### src/rtl/ring_pkg.sv
// Shared ring definitions used by the BRAM ring reader and the producer-side ring writer.
package ring_pkg;

    localparam int BRAM_RD_LATENCY = 2;
    localparam int RING_DEPTH      = 512;
    localparam int RING_AWIDTH     = $clog2(RING_DEPTH);

    typedef logic [RING_AWIDTH-1:0] ring_ptr_t;

    function automatic bit is_pow2(input int v);
        return (v > 0) && ((v & (v - 1)) == 0);
    endfunction

endpackage

### src/rtl/ring_stream_reader_if.sv
// BRAM read port plus output stream of the ring reader, bundled for master/slave hookup.
interface ring_stream_reader_if #(
    parameter int AWIDTH = 9,
    parameter int DWIDTH = 64
);
    logic [AWIDTH-1:0] bram_rd_addr;
    logic              bram_rd_en;
    logic [DWIDTH-1:0] bram_rd_data;
    logic [DWIDTH-1:0] out_data;
    logic              out_valid;
    logic              out_ready;

    modport master (
        output bram_rd_addr,
        output bram_rd_en,
        input  bram_rd_data,
        output out_data,
        output out_valid,
        input  out_ready
    );

    modport slave (
        input  bram_rd_addr,
        input  bram_rd_en,
        output bram_rd_data,
        input  out_data,
        input  out_valid,
        output out_ready
    );
endinterface

### src/rtl/ring_skid_fifo.sv
// Register-based skid FIFO absorbing BRAM read latency; same-cycle push and pop, synchronous clear.
module ring_skid_fifo #(
    parameter int DWIDTH     = 64,
    parameter int SKID_DEPTH = 8,
    localparam int PW        = $clog2(SKID_DEPTH),
    localparam int CW        = PW + 1
) (
    input  logic              clk,
    input  logic              rst,
    input  logic              clear,
    input  logic              push,
    input  logic [DWIDTH-1:0] push_data,
    input  logic              pop,
    output logic [DWIDTH-1:0] pop_data,
    output logic [CW-1:0]     count,
    output logic              empty
);

    logic [DWIDTH-1:0] mem_q [SKID_DEPTH];
    logic [DWIDTH-1:0] mem_d [SKID_DEPTH];
    logic [PW-1:0]     rd_ptr_q, rd_ptr_d;
    logic [PW-1:0]     wr_ptr_q, wr_ptr_d;
    logic [CW-1:0]     count_q, count_d;

    always_comb begin
        mem_d    = mem_q;
        rd_ptr_d = rd_ptr_q;
        wr_ptr_d = wr_ptr_q;
        count_d  = count_q;
        if (push) begin
            mem_d[wr_ptr_q] = push_data;
        end
        if (clear) begin
            rd_ptr_d = '0;
            wr_ptr_d = '0;
            count_d  = '0;
        end else begin
            if (push) wr_ptr_d = wr_ptr_q + PW'(1);
            if (pop)  rd_ptr_d = rd_ptr_q + PW'(1);
            count_d = count_q + CW'(push) - CW'(pop);
        end
    end

    // Storage is never reset; only pointers and occupancy define validity.
    always_ff @(posedge clk) begin
        mem_q <= mem_d;
    end

    always_ff @(posedge clk) begin
        if (!rst) begin
            rd_ptr_q <= '0;
            wr_ptr_q <= '0;
            count_q  <= '0;
        end else begin
            rd_ptr_q <= rd_ptr_d;
            wr_ptr_q <= wr_ptr_d;
            count_q  <= count_d;
        end
    end

    always_ff @(posedge clk) begin
        if (rst && !clear) begin
            assert (!(push && !pop && (count_q == CW'(SKID_DEPTH))))
                else $error("ring_skid_fifo overflow");
            assert (!(pop && (count_q == '0)))
                else $error("ring_skid_fifo underflow");
        end
    end

    assign empty    = (count_q == '0);
    assign count    = count_q;
    assign pop_data = empty ? '0 : mem_q[rd_ptr_q];

endmodule

### src/rtl/ring_stream_reader.sv
// Consumer end of a BRAM ring: prefetches entries into a skid FIFO under credit control and
// streams them out on valid/ready, publishing tail back to the producer.
module ring_stream_reader
    import ring_pkg::*;
#(
    parameter int DEPTH      = 512,
    parameter int AWIDTH     = $clog2(DEPTH),
    parameter int DWIDTH     = 64,
    parameter int SKID_DEPTH = 8
) (
    input  logic                 clk,
    input  logic                 rst,
    input  logic [AWIDTH-1:0]    head_in,
    input  logic                 head_wr_en,
    input  logic                 flush,
    ring_stream_reader_if.master bus,
    output logic [AWIDTH-1:0]    tail,
    output logic [AWIDTH-1:0]    occup
);

    localparam int CW  = $clog2(SKID_DEPTH) + 1;
    localparam int CW1 = CW + 1;
    localparam logic [CW:0] CREDIT_MAX = CW1'(SKID_DEPTH);

    typedef logic [AWIDTH-1:0] ptr_t;

    if (!is_pow2(DEPTH)) begin : g_bad_depth
        $error("ring_stream_reader: DEPTH must be a power of two");
    end
    if (!is_pow2(SKID_DEPTH) || (SKID_DEPTH < 5)) begin : g_bad_skid
        $error("ring_stream_reader: SKID_DEPTH must be a power of two and >= 5");
    end
    if (BRAM_RD_LATENCY != 2) begin : g_bad_latency
        $error("ring_stream_reader: return tracking is built for a 2-cycle BRAM");
    end

    ptr_t          head_q, head_d;
    ptr_t          tail_q, tail_d;
    ptr_t          fetch_q, fetch_d;
    ptr_t          rd_addr_q, rd_addr_d;
    logic          rd_en_q, rd_en_d;
    logic          ret_vld_p1_q, ret_vld_p1_d;
    logic          ret_vld_p2_q, ret_vld_p2_d;
    logic [CW-1:0] in_flight_q, in_flight_d;
    logic [CW-1:0] discard_q, discard_d;

    ptr_t              head_nxt;
    logic              pop, push, drop, ret_now, issue;
    logic [CW:0]       credit_used;
    logic [CW-1:0]     fifo_count;
    logic              fifo_empty;
    logic [DWIDTH-1:0] fifo_head;

    always_comb begin
        head_nxt    = head_wr_en ? head_in : head_q;
        pop         = !fifo_empty && bus.out_ready && !flush;
        ret_now     = ret_vld_p2_q;
        // Returns that belong to a flushed window are swallowed instead of pushed.
        drop        = ret_now && (flush || (discard_q != '0));
        push        = ret_now && !drop;
        credit_used = {1'b0, in_flight_q} + {1'b0, fifo_count};
        issue       = !flush && (discard_q == '0) && (fetch_q != head_q) &&
                      (credit_used < CREDIT_MAX);

        head_d    = head_nxt;
        fetch_d   = fetch_q;
        tail_d    = tail_q;
        discard_d = discard_q;
        if (flush) begin
            fetch_d   = head_nxt;
            tail_d    = head_nxt;
            discard_d = in_flight_q - CW'(ret_now);
        end else begin
            if (issue) fetch_d = fetch_q + ptr_t'(1);
            if (pop)   tail_d  = tail_q + ptr_t'(1);
            if (drop)  discard_d = discard_q - CW'(1);
        end

        in_flight_d  = in_flight_q + CW'(issue) - CW'(ret_now);
        rd_en_d      = issue;
        rd_addr_d    = issue ? fetch_q : rd_addr_q;
        ret_vld_p1_d = rd_en_q;
        ret_vld_p2_d = ret_vld_p1_q;
    end

    // Stage boundary: issue -> BRAM address register -> two-cycle return tracking.
    always_ff @(posedge clk) begin
        if (!rst) begin
            head_q       <= '0;
            tail_q       <= '0;
            fetch_q      <= '0;
            rd_addr_q    <= '0;
            rd_en_q      <= 1'b0;
            ret_vld_p1_q <= 1'b0;
            ret_vld_p2_q <= 1'b0;
            in_flight_q  <= '0;
            discard_q    <= '0;
        end else begin
            head_q       <= head_d;
            tail_q       <= tail_d;
            fetch_q      <= fetch_d;
            rd_addr_q    <= rd_addr_d;
            rd_en_q      <= rd_en_d;
            ret_vld_p1_q <= ret_vld_p1_d;
            ret_vld_p2_q <= ret_vld_p2_d;
            in_flight_q  <= in_flight_d;
            discard_q    <= discard_d;
        end
    end

    ring_skid_fifo #(
        .DWIDTH    (DWIDTH),
        .SKID_DEPTH(SKID_DEPTH)
    ) u_skid (
        .clk      (clk),
        .rst      (rst),
        .clear    (flush),
        .push     (push),
        .push_data(bus.bram_rd_data),
        .pop      (pop),
        .pop_data (fifo_head),
        .count    (fifo_count),
        .empty    (fifo_empty)
    );

    assign bus.bram_rd_en   = rd_en_q;
    assign bus.bram_rd_addr = rd_addr_q;
    assign bus.out_valid    = !fifo_empty;
    assign bus.out_data     = fifo_head;
    assign tail             = tail_q;
    assign occup            = head_q - tail_q;

endmodule

### src/flat_wrapper.sv
// flat-port wrapper written by rule: the top's interface ports become plain ports
module ring_stream_reader_flat import ring_pkg::*;
#(
    parameter int DEPTH      = 512,
    parameter int AWIDTH     = $clog2(DEPTH),
    parameter int DWIDTH     = 64,
    parameter int SKID_DEPTH = 8
)
  (clk, rst, head_in, head_wr_en, flush, tail, occup, bus_bram_rd_addr, bus_bram_rd_en, bus_bram_rd_data, bus_out_data, bus_out_valid, bus_out_ready);
  ring_stream_reader_if #(.AWIDTH(AWIDTH), .DWIDTH(DWIDTH)) bus_i ();
  input  logic clk;
  input  logic rst;
  input  logic [AWIDTH-1:0] head_in;
  input  logic head_wr_en;
  input  logic flush;
  output logic [AWIDTH-1:0] tail;
  output logic [AWIDTH-1:0] occup;
  output wire logic [$bits(bus_i.bram_rd_addr)-1:0] bus_bram_rd_addr;
  output wire logic [$bits(bus_i.bram_rd_en)-1:0] bus_bram_rd_en;
  input wire logic [$bits(bus_i.bram_rd_data)-1:0] bus_bram_rd_data;
  output wire logic [$bits(bus_i.out_data)-1:0] bus_out_data;
  output wire logic [$bits(bus_i.out_valid)-1:0] bus_out_valid;
  input wire logic [$bits(bus_i.out_ready)-1:0] bus_out_ready;
  assign bus_bram_rd_addr = bus_i.bram_rd_addr;
  assign bus_bram_rd_en = bus_i.bram_rd_en;
  assign bus_i.bram_rd_data = bus_bram_rd_data;
  assign bus_out_data = bus_i.out_data;
  assign bus_out_valid = bus_i.out_valid;
  assign bus_i.out_ready = bus_out_ready;
  ring_stream_reader #(.DEPTH(DEPTH), .AWIDTH(AWIDTH), .DWIDTH(DWIDTH), .SKID_DEPTH(SKID_DEPTH)) u_core (.clk(clk), .rst(rst), .head_in(head_in), .head_wr_en(head_wr_en), .flush(flush), .bus(bus_i), .tail(tail), .occup(occup));
endmodule
### config.mk
export PLATFORM = sky130hd
export DESIGN_NAME = ring_stream_reader_flat
export DESIGN_NICKNAME = d
export VERILOG_FILES = /design/src/rtl/ring_pkg.sv /design/src/rtl/ring_stream_reader_if.sv /design/src/rtl/ring_skid_fifo.sv /design/src/rtl/ring_stream_reader.sv /design/src/flat_wrapper.sv
export SDC_FILE = /design/constraint.sdc
export NUM_CORES = 1
export LEC_CHECK = 0
export CORE_AREA = 8 8 233 235
export DETAILED_ROUTE_END_ITERATION = 10
export DIE_AREA = 0 0 241 243
export DONT_BUFFER_PORTS = 1
export HOLD_SLACK_MARGIN = 0.03
export PLACE_DENSITY = 0.7
export SKIP_CTS_REPAIR_TIMING = 1
export SYNTH_ARGS = -nofsm -noshare
export SYNTH_HDL_FRONTEND = slang
export SYNTH_SLANG_ARGS = --single-unit
### constraint.sdc
create_clock -name clk -period 11.69 [get_ports clk]
set_input_delay 2.338 -clock clk [delete_from_list [all_inputs] [get_ports clk]]
set_output_delay 2.338 -clock clk [all_outputs]
set_load 0.01 [all_outputs]
; After elaboration in Yosys (flattened, before gate mapping)
; Cells that the tools add are included.
[op_classes]
n_eq_ne = 1
mux = 14
n_bitwise = 3
n_addsub = 12
reduce_logical = 19
magnitude_cmp = 4
[op_table]
columns = op, n
row1 = $bwmux 512, 1
row2 = $mux 64, 4
row3 = $bmux 64 s3, 1
row4 = $demux 64 s3, 1
row5 = $mux 9, 5
row6 = $add 9x1->9 const B, 2
row7 = $sub 4x1->4, 3
row8 = $ne 9x9->1, 1
row9 = $sub 9x9->9, 1
row10 = $add 4x1->4, 2
row11 = $ge 4x4->1 const B, 2
row12 = $logic_and 1x1->1, 8
row13 = $logic_not 4->1, 2
row14 = $mux 4, 2
row15 = $not 3->4, 2
row16 = $add 3x1->3 const B, 2
row17 = $reduce_bool 2->1, 3
row18 = $add 4x4->5, 1
row19 = $lt 5x4->1 const B, 1
row20 = $lt 4x1->1 const B, 1
row21 = $reduce_bool 4->1, 1
row22 = $sub 4x1->4 const B, 1
row23 = $logic_not 1->1, 3
row24 = $reduce_or 2->1, 1
row25 = other kinds (2), 2
[totals]
inputBits = 78
out_inout_bits = 93
elab_cells = 73
regBits = 569

; Longest topological paths before layout
[depth]
word_depth = 7
mapped_depth = 13
depth_no_buf = 13

; Hierarchy
; Synthesis repeated with hierarchy kept, for this count alone.
[unflattened]
cells_unflattened = 1116
hier_area_um2 = 22356.4
[modules_own_cells]
columns = module, area_each_um2, cells_each, instances, seq_area_each_um2
row1 = ring_skid_fifo, 19621.3, 813, 1, 15574.9
row2 = ring_stream_reader, 2735.1, 303, 1, 940.9

; Worst setup path after synthesis
; No wires, ideal clock.
[synth_path]
path_type = input port to flip-flop
start = in flush
end = reg u_core.u_skid.mem_q[448] (netlist name) (enable)
required_time_ps = 11046
cell_stages = 4
setup_time_ps = 644
arrival_time_ps = 9078
path_buffers = 1
setup_slack_ps = 1968
path_cell_list = buf_2 nor4b_4 nand2_1 nor4_1
[synth_via]
elab_chain_len = 4
[synth_rtl]
columns = item, line
row1 = start: declaration, flat_wrapper.sv:15  ; input logic flush;
row2 = $logic_or 1x1->1, ring_stream_reader.sv:59  ; drop = ret_now && (flush || (discard_q != '0));
row3 = $logic_and 1x1->1, ring_stream_reader.sv:59
row4 = $logic_not 1->1, ring_stream_reader.sv:60  ; push = ret_now && !drop;
row5 = $logic_and 1x1->1, ring_stream_reader.sv:60
row6 = end signal: assignment, ring_skid_fifo.sv:46  ; mem_q <= mem_d;
row7 = end: declaration, ring_skid_fifo.sv:19  ; logic [DWIDTH-1:0] mem_q [SKID_DEPTH];
; Every way passes these cells.
; A chain may end at the register's enable or synchronous reset.

; Worst setup path in the final report
[layout_path]
start = reg u_core.u_skid.rd_ptr_q[0]
end = out bus_out_data[19]
[layout_via]
elab_chain_len = 5
[layout_rtl]
columns = item, line
row1 = start: declaration, ring_skid_fifo.sv:21  ; logic [PW-1:0] rd_ptr_q, rd_ptr_d;
row2 = start signal: assignment, ring_skid_fifo.sv:55  ; rd_ptr_q <= rd_ptr_d;
row3 = $not 3->4 (not written as such), ring_skid_fifo.sv:72  ; assign pop_data = empty ? '0 : mem_q[rd_ptr_q];
row4 = $bmux 64 s3, ring_skid_fifo.sv:72
row5 = $mux 64 (not written as such) (2 in a row), ring_skid_fifo.sv:72
row6 = $mux 64, ring_skid_fifo.sv:72
row7 = end: declaration, flat_wrapper.sv:21  ; output wire logic [$bits(bus_i.out_data)-1:0] bus_out_data;
; Every way passes these cells. The select of a mux whose other input is x is not followed.

==> summary.txt <==
Timing
  – FMAX: between 150 and 200 MHz
  – Max-slew violations: 0
  – Clock skew: 0.0137 ns
  – Final period utilization: 50.4%
  – Final Hold Fails: 0
  – Unrepaired setup endpoints after global routing: false
  – Pin slew with the least headroom to its limit: 1.13 ns
  – Fin Setup TNS: 0 ns
  – Final Setup Violations: 0
  – Max_slew headroom: roughly 25%
  – Min Tclk post-route: a little under 6 ns

Logic synthesis
  – Yosys warning count: 0
  – Post-synthesis simple-gate area fraction: 4.24%
  – Count of cell types in the netlist: 45
  – Seq cells post-synth: approximately 570
  – Gate Count Post-Synth: around 1200
  – Mapped Area: 22600 sq um
  – Seq/Total Area, Yosys: 73.2%
  – Synth Area in Adders: 1.82%
  – Synth Area in Compound Gates: between 1 and 1.5%
  – Main combinational cell family by area after synthesis: multiplexers
  – XOR/XNOR share of the synthesized area: 1.47%
  – Mux contribution to synthesized area: 16.4%
  – Avg Inst Size Synth: 19.0 sq um
  – Async set or reset register ratio after synthesis: 0%
  – Syn nets: 1295
  – Number of synthesized flops with an enable pin: 512
  – Top_reg_cell synth: edfxtp_1

Die
  – Row count: 83
  – # IOs: 171
  – Core area: 50700 sq um
  – Die Span X: between 200 and 250 um
  – Die Y: 243 um
  – Die area: approximately 60000 sq um
  – Starting Density: around 45%

Cells and area
  – Fin area: about 25000 sq um
  – Fin nets: 1315
  – Antenna Diode Count: 0
  – Layout cells sized above 1: 19.7%
  – Most frequent cells in the layout: edfxtp_1, mux4_2, nor2_1
  – Area grow syn2layout: 11.5%
  – Most common cell after layout, fill and taps aside: edfxtp_1
  – Final std cells w/o fill: 1933
  – Number of fill cells: 4165

Clocking
  – TritonCTS buffer count: 56
  – Num Clock Sinks: 569
  – CTS HTree Levels: 2
  – Worst skew pair latency: 0.59 ns
  – CTS root buf: clkbuf_16
  – Max clock buf depth: 3
  – CTS tree: yes
  – Clk pin slew, worst setup/hold paths: roughly 0.06 ns

Critical path
  – CP delay by family, top: flip-flops
  – Buffers & Inverters on Critical Path: 1
  – Slowest Stage Delay on Critical Path: 0.97 ns
  – Req. time, crit path: 9.35 ns
  – Arr. time, crit path: 3.55 ns
  – Crit path capture type: primary output
  – Crit-path slowest cell: dfxtp_4
  – CP Cell Sequence: buf_4 -> mux4_2 -> mux2i_1 -> nor2_1
  – Crit Path Max Fanout: 51
  – Critical path launch point type: flip-flop
  – Crit Path Class: reg -> out

Detailed routing
  – Post-Route WL: 46.3 mm
  – DR WL/cell: 24.0 um
  – Initial DRC count: 698
  – DR vias: 10600
  – Pre-antenna DRT Iters: 5
  – Vias per Instance: 5.47
  – DRT antenna net count: 0
  – Residual DRC: 0

Flow run
  – MaxCap Viol Count: 0

GRT
  – All-Layer GR Usage: 15.9%
  – Pin count of the biggest net entering global routing: 71
  – Initial antenna violation count: 0
  – Grt ovf: 0
  – First-pass GRT wire length: 70.4 mm
  – Vias in the first global route: 11400

Placement
  – Placed cell areas: 23400 sq um
  – Post-DP HPWL: 25.6 mm
  – Cells after DPL: 1828
  – GPL Wtd Cong: 0.795
  – Port buffer count: 0

Pwr
  – PwrDens: 163 nW/um^2
  – Max VDD drop: 0.000133 V
  – P_leak: 7.80 nW

Outcome
  – Status: finished clean

Min path
  – Hold crit path type: reg -> reg
==> registers in the layout, indices dropped and copies added (netlist names), 3 cells and up <==
signal,cells
u_core.u_skid.mem_q,512
u_core.tail,9
u_core.bus.bram_rd_addr,9
u_core.in_flight_q,4
u_core.head_q,9
u_core.fetch_q,9
u_core.u_skid.wr_ptr_q,3
u_core.discard_q,4
u_core.u_skid.rd_ptr_q,3
u_core.u_skid.count,4
==> final cells by class <==
cell class / count / area, sq um / share of cell area (%)
sequential: 569 / 16500 / 65.7
multi-input combinational: 530 / 5760 / 22.9
clock buffer: 75 / 1550 / 6.14
tap: 680 / 851 / 3.38
clock inverter: 30 / 233 / 0.925
timing repair buffer: 18 / 135 / 0.537
inverter: 31 / 116 / 0.462
==> cell families after synthesis <==
kind of cell,Yosys count
flip-flops,569
multiplexers,210
AND/OR/NAND/NOR,205
buffers and inverters,87
AO/OA/AOI/OAI,46
XOR/XNOR,38
adder cells (fa/ha/maj),31
==> power by group <==
| part | leakage (nW) | switching [mW] | total [mW] | internal, mW |
|---|---|---|---|---|
| Clock | 0.872 | 0.733 | 1.73 | 0.993 |
| Sequential | 5.07 | 0.0210 | 2.25 | 2.23 |
| Combinational | 1.85 | 0.0652 | 0.118 | 0.0528 |
| Total | 7.80 | 0.819 | 4.10 | 3.28 |
==> per-stage QoR <==
stage               hold slack (ns)  setup WS (ns)  power, mW  utilization [%]
finish                        0.437           5.80       4.10             49.7
global route                  0.458           5.43       4.23             49.7
global placement              0.428           6.25       2.41             46.2
floorplan                     0.412           1.97       2.39                -
detailed placement            0.421           6.25       2.41             46.2
CTS                           0.442           5.58       4.14             49.7
==> cell usage after synthesis, types with 9 or more instances <==
cell type	n	area [sq um]
a21oi_1	19	95.1
and2_1	10	62.6
buf_1	9	33.8
buf_2	13	65.1
clkbuf_1	32	120
dfxtp_1	57	1140
edfxtp_1	512	15400
ha_1	28	350
inv_1	31	116
mux2i_1	82	821
mux4_2	128	2880
nand2_1	36	135
nor2_1	96	360
nor2b_1	22	138
nor3_1	11	55.1
xnor2_1	17	149
xor2_1	21	184
==> path summary, 6_finish.rpt <==
kind | cells past startpoint | to | startpoint | slack, ns
worst max-delay path | 4 | bus_out_data[19] | u_core.u_skid.rd_ptr_q[0] | 5.80
worst max register to register | 6 | u_core.u_skid.mem_q[372] | u_core.discard_q[0] | 8.40
worst min register to register | 1 | u_core.ret_now | u_core.ret_vld_p1_q | 0.44
worst min-delay path | 1 | u_core.ret_now | u_core.ret_vld_p1_q | 0.44
==> per-layer routing <==
layer | track usage (%) | share of wire, % | vias to the layer above
li1 | - | - | 4720
met1 | 19.6 | 40 | 5502
met2 | 26.8 | 50 | 275
met3 | 4.77 | 7.6 | 68
met4 | 4.56 | 2.1 | 0
met5 | 0 | 0 | -
Note: power is estimated with default switching activity, not from simulation.
==> RTL edit (config.mk and constraints unchanged) <==
`DEPTH` is set to 512 in 2 places; all go to 1024.
--- a/src/rtl/ring_stream_reader.sv
+++ b/src/rtl/ring_stream_reader.sv
@@ -3,7 +3,7 @@
 module ring_stream_reader
     import ring_pkg::*;
 #(
-    parameter int DEPTH      = 512,
+    parameter int DEPTH      = 1024,
     parameter int AWIDTH     = $clog2(DEPTH),
     parameter int DWIDTH     = 64,
     parameter int SKID_DEPTH = 8
--- a/src/flat_wrapper.sv
+++ b/src/flat_wrapper.sv
@@ -1,7 +1,7 @@
 // flat-port wrapper written by rule: the top's interface ports become plain ports
 module ring_stream_reader_flat import ring_pkg::*;
 #(
-    parameter int DEPTH      = 512,
+    parameter int DEPTH      = 1024,
     parameter int AWIDTH     = $clog2(DEPTH),
     parameter int DWIDTH     = 64,
     parameter int SKID_DEPTH = 8
Ports: changed (resized bus_bram_rd_addr, head_in, occup and tail); port bits go from 171 to 175. The function was not compared with the original's and may differ.
==> RTL edit against the original RTL <==
Wire length is 5.1% higher; total power is 3.8% higher; utilization is 0.73 points higher; maximum frequency is 0.96% lower; worst setup slack worse by 57 ps; first-iteration DRC count is 14% higher; sequential cell count is 4 higher; final area is 1.5% higher; area after synthesis is 1.1% higher.
==> RTL edit: results <==
group,metric,value,unit
finish,final_cells,1964,
synth,yosysUniqueCellTypes,52,
worst_setup_path,critPathTopFamily,"buffers and inverters",
global_routing,grt_max_degree,106,
global_routing,use_met1,19.97,%
global_routing,first_global_vias,11820,
worst_setup_path,startpoint,"u_core.u_skid.rd_ptr_q[1]",
synth,synth_nets,1325,
placement,pre_cts_slack,6188,ps
global_routing,grtUsageMet3,4.079,%
detailed_routing,drtIter0Drc,794,
placement,placed_cell_area,23660,um^2
synth,synth.avg_cell_area,18.80,um^2
power,irDropWorstVdd,0.1320,mV
worst_setup_path,reg2regPathDepth,7,
worst_setup_path,r2r_setup_slack,8260,ps
finish,fin_nets,1348,
synth,yosys-top-cells-count,"512 x edfxtp_1, 128 x mux4_2, 111 x nor2_1",
detailed_routing,wl_met2,25510,um
placement,numPortBuffers,0,
synth,netlist_top_cells_area,"edfxtp_1 67%, mux4_2 13%, dfxtp_1 5.4%, mux2i_1 3.7%, nor2_1 1.8%",
power,p_switching,893.6,uW
timing,skew,27.13,ps
placement,post-dp-hpwl,28100,um
placement,gp_congestion,0.8119,
power,leakage,7.965,nW
outcome,outcome,"complete, no violations",
global_routing,use_met2,29.46,%
global_routing,grt_usage,16.63,%
worst_setup_path,slowest_delay,750,ps
worst_setup_path,crit_end,"bus_out_data[59]",
timing,slew_headroom,28.28,%
global_routing,grt_pass1_wl,73600,um
timing,setup_ws,5745,ps
detailed_routing,routedWlPerCell,24.80,um
global_routing,antenna_found_initial,2,
detailed_routing,vias_per_cell,5.634,
detailed_routing,wirelength_met1,19210,um
timing,hold_slack,437.1,ps
synth,ys_seq_area_share,72.72,%
## RTL edit: final cells by class
cell class,count,area [um^2]
Tap cell,680,850.8
Clock inverter,34,351.6
Inverter,29,108.9
Multi-Input combinational cell,554,5926
Fill cell,4141,25140
Clock buffer,74,1533
Timing Repair Buffer,20,162.7
Sequential cell,573,16610
## RTL edit: logic make-up (layout without fill, tap and decap cells)
logic type                 Yosys count  after routing  synth area share, %
DFF                                573            573                72.72
muxes                              213            213                16.37
and+or+nand+nor                    207            207                4.167
buffers and inverters               87            157                1.551
AOI/OAI and AO/OA                   61             61                1.771
xor gates and xnor gates            41             41                1.573
adders and majority gates           32             32                1.853
## RTL edit: power by group through the flow
stage	Combinational, mW	Clock, mW	Sequential, mW
final	0.155	1.82	2.28
after CTS	0.157	1.86	2.27
after detailed placement	0.155	0	2.32
after floorplan	0.128	0	2.31
after global placement	0.150	0	2.32
after global routing	0.174	1.94	2.28
